[config.mk]
export PLATFORM = sky130hd
export DESIGN_NAME = wash_sequencer
export DESIGN_NICKNAME = d
export VERILOG_FILES = /design/src/rtl/wash_pkg.sv /design/src/rtl/wash_stage_counter.sv /design/src/rtl/wash_sequencer.sv
export SDC_FILE = /design/constraint.sdc
export NUM_CORES = 1
export LEC_CHECK = 0
export ABC_AREA = 1
export ABC_CLOCK_PERIOD_IN_PS = 2200
export BUFFER_PORTS_ARGS = -buffer_cell sky130_fd_sc_hd__buf_2
export CORE_MARGIN = 2
export CORE_UTILIZATION = 60
export CTS_BUF_LIST = sky130_fd_sc_hd__clkbuf_2
export DETAILED_ROUTE_END_ITERATION = 7
export GPL_ROUTABILITY_DRIVEN = 0
export PLACE_DENSITY = 0.9
export SKIP_CTS_REPAIR_TIMING = 1
export SLEW_MARGIN = 20
export SYNTH_ARGS = -nofsm -noshare
export SYNTH_HDL_FRONTEND = slang
export SYNTH_SLANG_ARGS = --single-unit
[constraint.sdc]
create_clock -name clk -period 2.2 [get_ports clk]
set_clock_uncertainty 0.1 [all_clocks]
set_input_delay 0.33 -clock clk [delete_from_list [all_inputs] [get_ports clk]]
set_output_delay 0.33 -clock clk [all_outputs]
set_load 0.005 [all_outputs]
[src/rtl/wash_pkg.sv]
// Shared types and constants for the washing-cycle controller.
package wash_pkg;

  typedef enum logic [2:0] {
    ST_IDLE  = 3'd0,
    ST_FILL  = 3'd1,
    ST_WASH  = 3'd2,
    ST_DRAIN = 3'd3,
    ST_SPIN  = 3'd4,
    ST_PAUSE = 3'd5,
    ST_DONE  = 3'd6
  } state_t;

  localparam logic [5:0] CODE_BLANK = 6'd55;
  localparam logic [5:0] CODE_LAMP  = 6'd56;
  localparam logic [5:0] CODE_PAUSE = 6'd57;
  localparam logic [5:0] CODE_END   = 6'd58;

  localparam int unsigned DEF_WAT_MAX  = 8;
  localparam int unsigned DEF_WASH_SEC = 20;
  localparam int unsigned DEF_SPIN_SEC = 10;

  function automatic logic is_running(input state_t s);
    return (s == ST_FILL) || (s == ST_WASH) || (s == ST_DRAIN) || (s == ST_SPIN);
  endfunction

endpackage

[src/rtl/wash_stage_counter.sv]
// 6-bit down-counter with synchronous load, tick enable and hold; flags count==1.
module wash_stage_counter #(
  parameter logic [5:0] RST_VAL = '0
) (
  input  logic       clk,
  input  logic       rst,
  input  logic       load,
  input  logic [5:0] load_val,
  input  logic       tick,
  input  logic       hold,
  output logic [5:0] count,
  output logic       last
);

  always_ff @(posedge clk or posedge rst) begin
    if (rst) begin
      count <= RST_VAL;
    end else if (load) begin
      count <= load_val;
    end else if (tick && !hold && (count != '0)) begin
      count <= count - 6'd1;
    end
  end

  assign last = (count == 6'd1);

endmodule

[src/rtl/wash_sequencer.sv]
// Washing-cycle controller: FILL/WASH/DRAIN/SPIN on a 1 Hz tick, driving display values.
// Optional lamp test in IDLE is enabled by defining LAMP_TEST_EN.
module wash_sequencer
  import wash_pkg::*;
#(
  parameter int unsigned WAT_MAX  = DEF_WAT_MAX,
  parameter int unsigned WASH_SEC = DEF_WASH_SEC,
  parameter int unsigned SPIN_SEC = DEF_SPIN_SEC
) (
  input  logic       clk,
  input  logic       rst,
  input  logic       uTick,
  input  logic       uStart,
  input  logic       uPause,
  input  logic       uLamp,
  output logic [5:0] yTot,
  output logic [5:0] yCur,
  output logic [5:0] yWat,
  output logic [2:0] yStage,
  output logic       yDone
);

  localparam int unsigned TOTAL = 2 * WAT_MAX + WASH_SEC + SPIN_SEC;
  localparam logic [5:0] TOT6  = 6'(TOTAL);
  localparam logic [5:0] WAT6  = 6'(WAT_MAX);
  localparam logic [5:0] WASH6 = 6'(WASH_SEC);
  localparam logic [5:0] SPIN6 = 6'(SPIN_SEC);

  if ((TOTAL > 54) || (WAT_MAX < 1) || (WAT_MAX > 20) || (WASH_SEC < 1) || (SPIN_SEC < 1)) begin : g_param_check
    $error("wash_sequencer: duration parameters out of range");
  end

  state_t     state;
  state_t     saved_stage;
  logic [5:0] saved_cur;
  logic [5:0] wat;
  logic       done;

  logic [5:0] cur;
  logic [5:0] tot;
  logic       cur_last;
  logic       unused_tot_last;
  logic       running;
  logic       hold;

  logic       cur_load;
  logic [5:0] cur_val;
  logic       tot_load;
  logic [5:0] tot_val;

  assign running = is_running(state);
  // A pause pulse in a running stage swallows a coincident tick.
  assign hold    = !running || uPause;

`ifndef LAMP_TEST_EN
  logic unused_lamp;
  assign unused_lamp = uLamp;
`endif

  // The cur counter doubles as the yCur display register, so display codes are
  // loaded into it and the numeric value is parked in saved_cur during PAUSE.
  always_comb begin
    cur_load = 1'b0;
    cur_val  = cur;
    tot_load = 1'b0;
    tot_val  = tot;
    case (state)
      ST_IDLE: begin
        if (uStart) begin
          cur_load = 1'b1;
          cur_val  = WAT6;
          tot_load = 1'b1;
          tot_val  = TOT6;
        end
`ifdef LAMP_TEST_EN
        else begin
          cur_load = 1'b1;
          tot_load = 1'b1;
          cur_val  = uLamp ? CODE_LAMP : CODE_BLANK;
          tot_val  = uLamp ? CODE_LAMP : TOT6;
        end
`endif
      end
      ST_FILL, ST_WASH, ST_DRAIN, ST_SPIN: begin
        if (uPause) begin
          cur_load = 1'b1;
          cur_val  = CODE_PAUSE;
        end else if (uTick && cur_last) begin
          cur_load = 1'b1;
          case (state)
            ST_FILL:  cur_val = WASH6;
            ST_WASH:  cur_val = WAT6;
            ST_DRAIN: cur_val = SPIN6;
            default:  cur_val = CODE_END;
          endcase
        end
      end
      ST_PAUSE: begin
        if (uPause) begin
          cur_load = 1'b1;
          cur_val  = saved_cur;
        end
      end
      ST_DONE: begin
        if (uStart) begin
          cur_load = 1'b1;
          cur_val  = CODE_BLANK;
          tot_load = 1'b1;
          tot_val  = TOT6;
        end
      end
      default: ;
    endcase
  end

  wash_stage_counter #(.RST_VAL(CODE_BLANK)) u_cur (
    .clk      (clk),
    .rst      (rst),
    .load     (cur_load),
    .load_val (cur_val),
    .tick     (uTick),
    .hold     (hold),
    .count    (cur),
    .last     (cur_last)
  );

  wash_stage_counter #(.RST_VAL(TOT6)) u_tot (
    .clk      (clk),
    .rst      (rst),
    .load     (tot_load),
    .load_val (tot_val),
    .tick     (uTick),
    .hold     (hold),
    .count    (tot),
    .last     (unused_tot_last)
  );

  always_ff @(posedge clk or posedge rst) begin
    if (rst) begin
      state       <= ST_IDLE;
      saved_stage <= ST_FILL;
      saved_cur   <= '0;
      wat         <= '0;
      done        <= 1'b0;
    end else begin
      case (state)
        ST_IDLE: begin
          if (uStart) begin
            state <= ST_FILL;
            wat   <= '0;
          end
`ifdef LAMP_TEST_EN
          else begin
            wat <= uLamp ? CODE_LAMP : 6'd0;
          end
`endif
        end
        ST_FILL, ST_WASH, ST_DRAIN, ST_SPIN: begin
          if (uPause) begin
            saved_stage <= state;
            saved_cur   <= cur;
            state       <= ST_PAUSE;
          end else if (uTick) begin
            case (state)
              ST_FILL:  wat <= wat + 6'd1;
              ST_WASH:  wat <= WAT6;
              ST_DRAIN: wat <= wat - 6'd1;
              default:  wat <= '0;
            endcase
            if (cur_last) begin
              case (state)
                ST_FILL:  state <= ST_WASH;
                ST_WASH:  state <= ST_DRAIN;
                ST_DRAIN: state <= ST_SPIN;
                default: begin
                  state <= ST_DONE;
                  done  <= 1'b1;
                end
              endcase
            end
          end
        end
        ST_PAUSE: begin
          if (uPause) begin
            state <= saved_stage;
          end
        end
        ST_DONE: begin
          if (uStart) begin
            state <= ST_IDLE;
            done  <= 1'b0;
            wat   <= '0;
          end
        end
        default: state <= ST_IDLE;
      endcase
    end
  end

  assign yTot   = tot;
  assign yCur   = cur;
  assign yWat   = wat;
  assign yStage = state;
  assign yDone  = done;

endmodule

# After elaboration in Yosys (flattened, before gate mapping)
# Cells that the tools add are included.
# Widths: inputs -> output; s select.
dict set report word_totals {
  register_bits 31
  output_inout_bits 22
  word_cells 99
}
dict set report classes {
  n_addsub 4
  n_eq_ne 24
  mux 38
  reduce_logical 26
}
# cell count
set ops {}
lappend ops {{$mux 6} 14}
lappend ops {{$pmux 6 s3} 2}
lappend ops {{$pmux 6 s4} 1}
lappend ops {{$mux 3} 6}
lappend ops {{$ne 2x2->1 const B} 9}
lappend ops {{$sub 6x1->6 const B} 3}
lappend ops {{$ne 3x3->1 const B} 5}
lappend ops {{$pmux 3 s4} 1}
lappend ops {{$pmux 6 s2} 1}
lappend ops {{$reduce_and 6->1} 2}
lappend ops {{$reduce_bool 6->1} 2}
lappend ops {{$mux 1} 10}
lappend ops {{$eq 3x3->1 const B} 3}
lappend ops {{$pmux 3 s3} 1}
lappend ops {{$reduce_bool 2->1} 4}
lappend ops {{$add 6x1->6 const B} 1}
lappend ops {{$eq 3x2->1 const B} 2}
lappend ops {{$eq 6x1->1 const B} 1}
lappend ops {{$ne 5x1->1 const B} 1}
lappend ops {{$reduce_and 5->1} 1}
lappend ops {{$logic_and 1x1->1} 4}
lappend ops {{$logic_or 1x1->1} 4}
lappend ops {{$ne 4x4->1 const B} 1}
lappend ops {{$reduce_and 4->1} 1}
lappend ops {{11 further kinds} 12}

# Depth between registers and ports, before layout
dict set report depth {
  ltp_word 11
  mapped_depth 12
  depth_no_buf 11
}

# Modules after synthesis
# A second synthesis with hierarchy kept.
dict set report hier_totals {
  hier_cells 337
  hier_area_um2 2407.3
}
# mod n_inst cells_each area_each_um2
set by_module_without_submodules {}
lappend by_module_without_submodules {wash_sequencer 1 213 1457.6}
lappend by_module_without_submodules {{wash_stage_counter (u_cur)} 1 62 476.7}
lappend by_module_without_submodules {{wash_stage_counter (u_tot)} 1 62 473.0}

# Worst setup path before layout
# OpenSTA, ideal clock, no wires.
dict set report synth_timing {
  path_kind {flip-flop to flip-flop}
  start {register state[2] (netlist: yStage[2])}
  end {register wat[3] (netlist: yWat[3])}
  arrival_time_ps 1744
  required_ps 1982
  path_slack_ps 239
  stages_incl_launch_ff 11
  n_path_buf 1
  period_less_slack_ps 1961
  cell_sequence {dfrtp_1 buf_6 inv_2 nand3_1 inv_1 ha_1 a21oi_1 a21oi_1 nand3b_1 nand3b_1 nand2_1}
}
dict set report synth_between {
  elab_chain_len 5
  word_cells_on_any_way 17
  classes_between {eq/ne: 8; mux: 4; reduce/logical: 5}
}
# element line
set synth_rtl {}
lappend synth_rtl {{start, declared} wash_sequencer.sv:33} ;# state_t state;
lappend synth_rtl {{start signal, assigned} wash_sequencer.sv:185} ;# state <= saved_stage;
lappend synth_rtl {{$eq 3x2->1 / $eq 3x1->1 (equally long branches)} {wash_sequencer.sv:146, wash_sequencer.sv:164}}
lappend synth_rtl {{$pmux 6 s3} wash_sequencer.sv:164} ;# case (state)
lappend synth_rtl {{$mux 6} wash_sequencer.sv:163} ;# end else if (uTick) begin
lappend synth_rtl {{$mux 6} wash_sequencer.sv:159} ;# if (uPause) begin
lappend synth_rtl {{$pmux 6 s2} wash_sequencer.sv:146} ;# case (state)
lappend synth_rtl {{end signal, assigned} wash_sequencer.sv:165} ;# ST_FILL: wat <= wat + 6'd1;
lappend synth_rtl {{end signal, assigned} wash_sequencer.sv:167} ;# ST_DRAIN: wat <= wat - 6'd1;
lappend synth_rtl {{end, declared} wash_sequencer.sv:36} ;# logic [5:0] wat;
# Several ways; a longest one is shown, not always the timed one. The select of a mux whose other input is x is not followed.
# A chain may end at the register's enable or synchronous reset.

# Worst setup path in the final report
# Same ends and word-level chain as after synthesis.

==> flow_summary.json <==
{
  "dp_hpwl_mm": 3.37,
  "grt_pass1_vias": 1752,
  "cts_tree": "yes",
  "netlist_instances": 276,
  "rr_startpoint": "yStage[2]$_DFFE_PP0P_",
  "worst_path_max_delay_cell": "dfrtp_1",
  "yosysTopAreaCell": "dfrtp_1",
  "cts_root_buffer": "clkbuf_2",
  "cpLargestDelayFamily": "simple AND/OR/NAND/NOR gates",
  "cp.arrival_ns": 2.16,
  "path_clk_slew_ns": 0.17,
  "start_kind": "register",
  "r2r-end": "yWat[3]$_DFFE_PP0P_",
  "grt_pass1_wl_mm": 7.82,
  "fin_crit_ns": 1.97,
  "io_pins": 28,
  "clock.fmax_mhz": 508,
  "crit_chain": "inv_2 -> nand3_1 -> inv_2 -> ha_1 -> a21oi_1 -> a21oi_1 -> nand3b_1 -> nand3b_1 -> nand2_1",
  "worst_slew_pin_slew_ns": 0.398,
  "grt_max_degree": 32,
  "dieWidth_um": 64.7,
  "drive_above_1_share_pct": 26.5,
  "power_frac_comb_pct": 62.0,
  "cts_max_path_buffers": 2,
  "track_usage_pct": 23.8,
  "ctsHtreeMaxLevel": 2,
  "rsz0062_at_grt": "false",
  "period_share_pct": 89.4,
  "drv_cap": 0,
  "fin_util_pct": 66.9,
  "core_area_um2": 3610,
  "ys_types": 36,
  "switching_share_pct": 50.2,
  "ys_seq_elements": 31,
  "relSlewSlack_pct": 73.5,
  "avgViaCountPerCell": 5.52,
  "seqPwrFrac_pct": 30.2,
  "power_switching_mw": 1.84,
  "antennaDiodeCount": 0,
  "synthTopCellsByArea": "dfrtp_1 24%, dfstp_2 12%, nand2_1 12%",
  "r2r_slack_ns": 0.23,
  "slowest_delay_ns": 0.41,
  "die_h_um": 64.7,
  "synth_top_area_share_pct": 23.8,
  "num_vias": 1970,
  "crit_type": "reg2reg",
  "min-delay-start": "uStart",
  "drt_iter0_markers": 144,
  "run_status": "finished clean",
  "drt-total-wl_mm": 4.52,
  "die_area_um2": 4190,
  "io_buffer_count": 26,
  "cp-end-kind": "register",
  "area_growth_pct": 9.05,
  "route.antenna.remaining_nets": 0,
  "post_drt_wl_per_cell_um": 12.7,
  "hold_path.class": "in2reg",
  "yosysWarnings": 0,
  "clk_latency_ns": 0.37,
  "p_leak_nw": 1.27,
  "critPathRequiredTime_ns": 2.39,
  "setup_viol": 0,
  "syn-cell-area_um2": 2210,
  "final_max_slew_viol_count": 0,
  "drc": 0,
  "crit_buf_inv": 2,
  "grt_overflow": 0,
  "start_util_pct": 61.3,
  "clock_sinks": 31,
  "p_int_mw": 1.82,
  "nets": 324,
  "hold_end": "u_tot.count[3]$_DFFE_PP1P_",
  "seq_area_frac_synth_pct": 35.6,
  "clkPwrFrac_pct": 7.7,
  "synth_nets": 292,
  "fp-row-count": 22,
  "vdd_drop_max_mv": 0.866,
  "synth_area_per_cell_um2": 8.01,
  "first_pass_iters": 4,
  "totalNegativeSetupSlack_ns": 0,
  "hold_viol": 0,
  "path_max_fanout": 7,
  "antenna_found_initial": 0,
  "powerDensity_nw_per_um2": 1520,
  "whs_path_depth": 3,
  "numCtsBuffers": 5,
  "cp.depth": 9,
  "reg2reg_depth": 9
}
## logic make-up after synthesis
| group | Yosys count | synth area share, % |
|---|---|---|
| AOI/OAI and AO/OA | 35 | 10.3 |
| xor gates and xnor gates | 9 | 3.56 |
| adders and majority gates | 10 | 6.00 |
| buffers and inverters | 33 | 7.75 |
| DFF | 31 | 35.6 |
| muxes | 1 | 0.679 |
| and+or+nand+nor | 157 | 36.1 |
## final cells by class
cell class / instances / area (um2)
timing repair buffer: 31 / 170
inverter: 27 / 101
tap: 48 / 60.1
clock buffer: 7 / 35.0
fill: 308 / 1190
sequential: 31 / 788
multi-input combinational: 212 / 1250
clock inverter: 1 / 5.00
## worst register-to-register path, cell delays in order, from the launching register on
cell and delay (ns):
dfrtp_1 0.41, inv_2 0.14, nand3_1 0.16, inv_2 0.16
ha_1 0.30, a21oi_1 0.24, a21oi_1 0.09, nand3b_1 0.16
nand3b_1 0.08, nand2_1 0.05
## worst max path at each step
stage,start,endpoint,slack [ns]
2_1_floorplan,yStage[2]$_DFFE_PP0P_,yWat[3]$_DFFE_PP0P_,0.24
3_3_place_gp,yStage[2]$_DFFE_PP0P_,yWat[3]$_DFFE_PP0P_,0.23
3_5_place_dp,yStage[2]$_DFFE_PP0P_,yWat[3]$_DFFE_PP0P_,0.19
4_1_cts,yStage[2]$_DFFE_PP0P_,yWat[3]$_DFFE_PP0P_,0.17
5_1_grt,yStage[2]$_DFFE_PP0P_,yWat[3]$_DFFE_PP0P_,0.06
6_report,yStage[2]$_DFFE_PP0P_,yWat[3]$_DFFE_PP0P_,0.23
## metrics by stage
stage | power (mW) | instance area, um2 | hold WS (ns) | cells | setup slack, ns
after floorplan | 2.92 | 2210 | 0.326 | 276 | 0.239
after global placement | 3.29 | 2360 | 0.327 | 348 | 0.231
after detailed placement | 3.37 | 2360 | 0.342 | 348 | 0.194
after CTS | 3.66 | 2400 | -0.0821 | 356 | 0.174
after global routing | 4.04 | 2410 | 0.211 | 357 | 0.0564
final | 3.66 | 2410 | 0.191 | 357 | 0.233
## sequential cells by signal, indices dropped and copies added, names as in the netlist
name / flops
saved_cur: 6
u_cur.count: 6
u_tot.count: 6
yWat: 6
saved_stage: 3
yStage: 3
yDone: 1
## Yosys cell counts (all sizes together)
cell type   n
nand2      79
ha          9
nand3b      4
a21oi      10
o21bai      1
o211ai      1
buf         6
dfrtp      21
nor2       16
o21ai      21
nand4       9
mux2        1
dfstp      10
xnor2       5
o21a        2
fa          1
inv        27
xor2        4
nand3      49
## layout by cell type (no fill, tap or decap)
cell and count:
inv_1 19, buf_2 26, nand2_8 1, nand2_1 69, nand3b_1 4, a21oi_1 9, o21ai_2 4, nor2_4 1
nand4_2 1, clkbuf_2 7, o21ai_0 15, dlygate4sd3_1 1, nand2_2 7, mux2_4 1, o21ai_4 1, nor2_1 15
ha_1 9, buf_4 4, nand2_4 2, inv_2 8, xnor2_1 5, nand4_4 1, nand3_1 44, fa_1 1
o21bai_1 1, a21oi_4 1, o211ai_2 1, o21a_1 2, nand3_2 4, o21ai_1 1, dfstp_2 10, xor2_1 4
clkinv_2 1, nand4_1 7, dfrtp_1 21, nand3_4 1
## power by group through the flow
stage	sequential [mW]	clock, mW	combinational [mW]
2_1_floorplan	1.11	0	1.80
3_3_place_gp	1.11	0	2.18
3_5_place_dp	1.12	0	2.25
4_1_cts	1.11	0.290	2.26
5_1_grt	1.14	0.312	2.59
6_report	1.11	0.284	2.27
## per-layer routing
| layer | GRT usage (%) | vias up | wire (um) |
|---|---|---|---|
| met5 | 0 | - | 0 |
| met4 | 8.24 | 0 | 78 |
| met3 | 5.38 | 11 | 204 |
| met2 | 38.5 | 57 | 2210 |
| met1 | 31.5 | 910 | 2030 |
| li1 | - | 992 | - |
Power figures use the tool's default switching activity.
